[config.mk]
export PLATFORM = sky130hd
export DESIGN_NAME = tff_updown_counter
export DESIGN_NICKNAME = d
export VERILOG_FILES = /design/src/rtl/tff_pkg.sv /design/src/rtl/t_ff_cell.sv /design/src/rtl/tff_updown_counter.sv
export SDC_FILE = /design/constraint.sdc
export NUM_CORES = 1
export LEC_CHECK = 0
export ABC_CLOCK_PERIOD_IN_PS = 1870
export BUFFER_PORTS_ARGS = -buffer_cell sky130_fd_sc_hd__buf_2
export CORE_AREA = 5 5 42 44
export CTS_CLUSTER_DIAMETER = 100
export DETAILED_ROUTE_END_ITERATION = 6
export DIE_AREA = 0 0 47 49
export SYNTH_ARGS = -nofsm -noshare
export SYNTH_HDL_FRONTEND = slang
export SYNTH_SLANG_ARGS = --single-unit
[constraint.sdc]
create_clock -name clk -period 1.87 [get_ports clk]
set_clock_uncertainty 0.05 [all_clocks]
set_input_delay 0.187 -clock clk [delete_from_list [all_inputs] [get_ports clk]]
set_output_delay 0.187 -clock clk [all_outputs]
set_load 0.05 [all_outputs]
[src/rtl/tff_pkg.sv]
// Shared definitions for the T flip-flop based up/down counter.
package tff_pkg;

  // Operating modes selected by the 2-bit mode input.
  typedef enum logic [1:0] {
    TFF_HOLD   = 2'b00,
    TFF_UP     = 2'b01,
    TFF_DOWN   = 2'b10,
    TFF_TOGGLE = 2'b11
  } tff_mode_e;

  // Widest counter the all-ones helper can describe.
  localparam int TFF_MAX_WIDTH = 64;

  // All-ones pattern in the low w bits, zero above; intended for constant use.
  function automatic logic [TFF_MAX_WIDTH-1:0] tffAllOnes(input int w);
    logic [TFF_MAX_WIDTH-1:0] m;
    m = '0;
    for (int i = 0; i < TFF_MAX_WIDTH; i++) begin
      if (i < w) m[i] = 1'b1;
    end
    return m;
  endfunction

endpackage

[src/rtl/t_ff_cell.sv]
// Single T flip-flop: toggles on a rising edge when t is high.
module t_ff_cell #(
  parameter logic RESET_BIT = 1'b0
) (
  input  logic clk,
  input  logic rst_n,
  input  logic t,
  output logic q,
  output logic qbar
);

  logic q_q;
  logic q_d;

  // Next state is the current bit flipped whenever t is asserted.
  always_comb begin
    q_d = q_q ^ t;
  end

  // Cell storage with asynchronous active-low reset to the configured bit.
  always_ff @(posedge clk or negedge rst_n) begin
    if (!rst_n) q_q <= RESET_BIT;
    else        q_q <= q_d;
  end

  assign q    = q_q;
  assign qbar = ~q_q;

endmodule

[src/rtl/tff_updown_counter.sv]
// WIDTH-bit counter/register built from T cells: hold, up, down, masked
// toggle and parallel load, with optional saturation, terminal count and
// a registered wrap pulse.
module tff_updown_counter
  import tff_pkg::*;
#(
  parameter int               WIDTH     = 4,
  parameter bit               SATURATE  = 1'b0,
  parameter logic [WIDTH-1:0] RESET_VAL = '0
) (
  input  logic             clk,
  input  logic             rst_n,
  input  logic             en,
  input  logic [1:0]       mode,
  input  logic [WIDTH-1:0] t_mask,
  input  logic             load,
  input  logic [WIDTH-1:0] load_val,
  output logic [WIDTH-1:0] q,
  output logic [WIDTH-1:0] qbar,
  output logic             tc,
  output logic             wrap
);

  localparam logic [WIDTH-1:0] ALL_ONES = WIDTH'(tffAllOnes(WIDTH));

  tff_mode_e        modeE;
  logic [WIDTH-1:0] tVec;
  logic [WIDTH-1:0] upToggle;
  logic [WIDTH-1:0] downToggle;
  logic             qAllOnes;
  logic             qZero;
  logic             wrap_q;
  logic             wrap_d;

  assign modeE    = tff_mode_e'(mode);
  assign qAllOnes = (q == ALL_ONES);
  assign qZero    = (q == '0);

  // Ripple toggle chains: a bit flips counting up when all lower bits are
  // one, and counting down when all lower bits are zero.
  always_comb begin
    logic upRun;
    logic downRun;
    upToggle   = '0;
    downToggle = '0;
    upRun      = 1'b1;
    downRun    = 1'b1;
    for (int i = 0; i < WIDTH; i++) begin
      upToggle[i]   = upRun;
      downToggle[i] = downRun;
      upRun         = upRun & q[i];
      downRun       = downRun & ~q[i];
    end
  end

  // Toggle vector selection by priority: load, then enable/mode; saturation
  // suppresses the step at the top or bottom of the range.
  always_comb begin
    tVec = '0;
    if (load) begin
      tVec = q ^ load_val;
    end else if (en) begin
      case (modeE)
        TFF_HOLD:   tVec = '0;
        TFF_UP:     tVec = (SATURATE && qAllOnes) ? '0 : upToggle;
        TFF_DOWN:   tVec = (SATURATE && qZero) ? '0 : downToggle;
        TFF_TOGGLE: tVec = t_mask;
        default:    tVec = '0;
      endcase
    end
  end

  // Terminal count is purely combinational on the current state and controls.
  always_comb begin
    tc = en & ~load & (((modeE == TFF_UP) & qAllOnes) |
                       ((modeE == TFF_DOWN) & qZero));
  end

  // A wrap only really happens when the counter is not saturating.
  always_comb begin
    wrap_d = tc & ~SATURATE;
  end

  // One-cycle wrap pulse register.
  always_ff @(posedge clk or negedge rst_n) begin
    if (!rst_n) wrap_q <= 1'b0;
    else        wrap_q <= wrap_d;
  end

  assign wrap = wrap_q;

  for (genvar i = 0; i < WIDTH; i++) begin : g_cell
    t_ff_cell #(
      .RESET_BIT (RESET_VAL[i])
    ) u_cell (
      .clk  (clk),
      .rst_n(rst_n),
      .t    (tVec[i]),
      .q    (q[i]),
      .qbar (qbar[i])
    );
  end

endmodule

==> metrics.md <==
| Metric | Value |
|---|---|
| Outcome | `complete, no violations` |
| Maximum vdd ir drop | `around 320 µV` |
| Highest clock rate | `558 MHz` |
| Post-Syn Instances | `51` |
| Count of final max-slew check failures | `0` |
| Tmin final | `1.79 ns` |
| WL per Instance | `12.2 µm` |
| Final WS setup | `0.0795 ns` |
| DRT iter0 DRCs | `5` |
| Final worst path period share | `between 90% and 100%` |
| Seq cells post-synth | `5` |
| Mapped Area | `464 µm²` |
| Vias in the first global route | `404` |
| CTS Root Buffer Type | `clkbuf_4` |
| Drc violations | `0` |
| Die width | `47 µm` |
| Cell Count, Final, Fillers Out | `89` |
| Drt first pass iters | `4` |
| MaxCap Viol Count | `0` |
| Largest net degree at the start of global routing | `12` |
| Num CTS Buffers | `3` |
| Final HPWL DP | `838 µm` |
| Synth top cells by count | `buf_4, dfrtp_1, inv_1` |
| Util after Layout | `around 43%` |
| Via Count | `roughly 450` |
| Initial antenna violation count | `0` |
| Critical path class | `register to primary output` |
| Placed cells | `79` |
| GRT Overall Usage | `9.96%` |
| Gpl congestion | `around 0.75` |
| Syn Nets | `65` |
| Fill cell count | `approximately 150` |
| Min-Delay Endpoint | `g_cell[0].u_cell.q` |
| CP Capture Type | `primary output` |
| Pwr per Cell Area | `880 mW/mm²` |
| Worst min-delay path class | `input port to register` |
| Num rows | `14` |
| Setup TNS | `0 ns` |
| Nets | `slightly below 90` |
| H-tree levels | `1` |
| WP data required | `1.63 ns` |
| First-pass GRT wire length | `between 1500 and 2000 µm` |
| Antenna fix cells | `0` |
| Core box area | `around 0.0014 mm²` |
| Final ANT Viol Nets | `0` |
| Share of layout cells above drive strength 1 | `roughly 56%` |
| Die area | `0.00230 mm²` |
| I/O pin total | `24` |
| Slew HR | `68.0%` |
| Clock Latency Late Sink | `0.24 ns` |
| Top cell type by total area after synthesis | `dfrtp_1` |
| R2R Path Start | `g_cell[0].u_cell.q` |
| Final Setup Violations | `0` |
| Via density | `5.00` |
| Clock-pin slew on the worst setup and hold paths | `0.04 ns` |
| Seq/Total Area, Yosys | `27.0%` |
| Congestion Overflow GR | `0` |
| Syn_area_per_cell | `9.10 µm²` |
| Distinct cell type count after synthesis | `26` |
| Die H | `49 µm` |
| Critical Path Fanout Max | `6` |
| Number of synthesized flops with an enable pin | `0` |
| WP data arrival | `1.55 ns` |
| WHS Path Cells | `2` |
| Top_reg_cell synth | `dfrtp_1` |
| Hold Crit Start | `load_val[0]` |
| Top-area cell type share of the netlist area | `27.0%` |
| Top cells by area, synth | `dfrtp_1, buf_4, mux2_2, inv_1, xnor2_1` |
| Async S/R FF share, synth | `100%` |
| RR Endpoint | `g_cell[3].u_cell.q` |
| Hold Fails Final Rpt | `0` |
| Place WS | `0.190 ns` |
| Reg2Reg Setup Slack | `0.38 ns` |
| Starting Density | `33.1%` |
| RSZ-0062 raised after global routing | `false` |
| Lkg Pwr | `around 0.30 nW` |
| Post-Route WL | `1080 µm` |
| Clock sinks | `5` |
| Ys Warns | `0` |
| Max Root-Sink Buffers | `2` |
| Worst Reg-to-Reg Cells | `5` |
| Slew at the pin with the worst max-slew slack | `roughly 0.47 ns` |
| Area Overhead vs Synth | `31.3%` |
| Startpoint types | `register` |
| PortBufs | `23` |
| Count leader, synth | `buf_4` |
| CTS tree | `done` |
-- final cells by class --
type / instances / area, µm² / share of cell area, %
Multi-Input combinational cell: 30 / 248 / 40.7
Sequential cell: 5 / 128 / 20.9
Timing Repair Buffer: 29 / 169 / 27.7
Tap cell: 16 / 20.0 / 3.29
Clock buffer: 4 / 26.3 / 4.31
Inverter: 5 / 18.8 / 3.08
-- where the power goes --
part | total [mW] | switching, mW | internal (mW) | leakage (nW)
clock | 0.125 | 0.0446 | 0.0807 | 0.0150
combinational | 0.263 | 0.173 | 0.0907 | 0.225
sequential | 0.148 | 0.0226 | 0.125 | 0.0586
-- worst max-delay path: stages (launching register included) --
cell,delay [ns]
dfrtp_2,0.40
and4b_1,0.26
and2_4,0.15
a32oi_1,0.06
nor3b_2,0.25
buf_6,0.19
-- registers in the layout, summed over array words and instances (netlist names) --
signal	cells
g_cell.u_cell.q	4
wrap	1
-- metrics by stage --
stage          power (mW)  hold WS, ns  cell area (µm²)
6_report            0.536        0.129              609
5_1_grt             0.572        0.128              609
4_1_cts             0.523        0.124              562
3_5_place_dp        0.389      -0.0368              522
3_3_place_gp        0.388      -0.0396              522
2_1_floorplan       0.376       -0.159              469
-- per-layer routing --
metal | global-route usage [%] | part of all wire [%]
met1 | 11.5 | 42
met2 | 15.2 | 46
met3 | 7.01 | 11
met4 | 1.38 | 0
met5 | 0 | 0
-- how the worst max path moves through the flow --
stage | to | depth (start not counted) | startpoint | slack (ns)
after floorplan | wrap | 4 | g_cell[0].u_cell.q | 0.05
after global placement | tc | 5 | g_cell[0].u_cell.q | 0.24
after detailed placement | tc | 5 | g_cell[0].u_cell.q | 0.19
after CTS | tc | 5 | g_cell[1].u_cell.q | 0.02
after global routing | tc | 5 | g_cell[0].u_cell.q | 0.01
final | tc | 5 | g_cell[0].u_cell.q | 0.08
-- kinds of logic after synthesis --
logic type	Yosys count	synth area share, %
xor+xnor	2	3.77
buf+inv	16	21.8
compound gates	10	19.7
mux	4	9.43
simple gates	14	18.3
flops	5	27.0
-- cell usage in the layout, fill, tap and decap left out, drive strengths merged --
cell type	n
buf	28
inv	5
dfrtp	5
clkbuf	4
mux2	3
nor3	3
nor2	2
xnor2	2
nand3	2
nand3b	2
nor3b	2
a2111oi	2
and4b	1
and2	1
a32oi	1
o21ai	1
a31oi	1
mux2i	1
o211ai	1
a21o	1
a221oi	1
nand2	1
o41ai	1
a222oi	1
dlygate4sd3	1
-- what timing repair did --
item,in CTS,in global routing
hold buffers,1,0
endpoints found under the hold margin,5,0
setup endpoints to repair,1,1
gates resized for setup,2,3
pin swaps,0,1
setup buffers,0,5
Note: power is estimated with default switching activity, not from simulation.
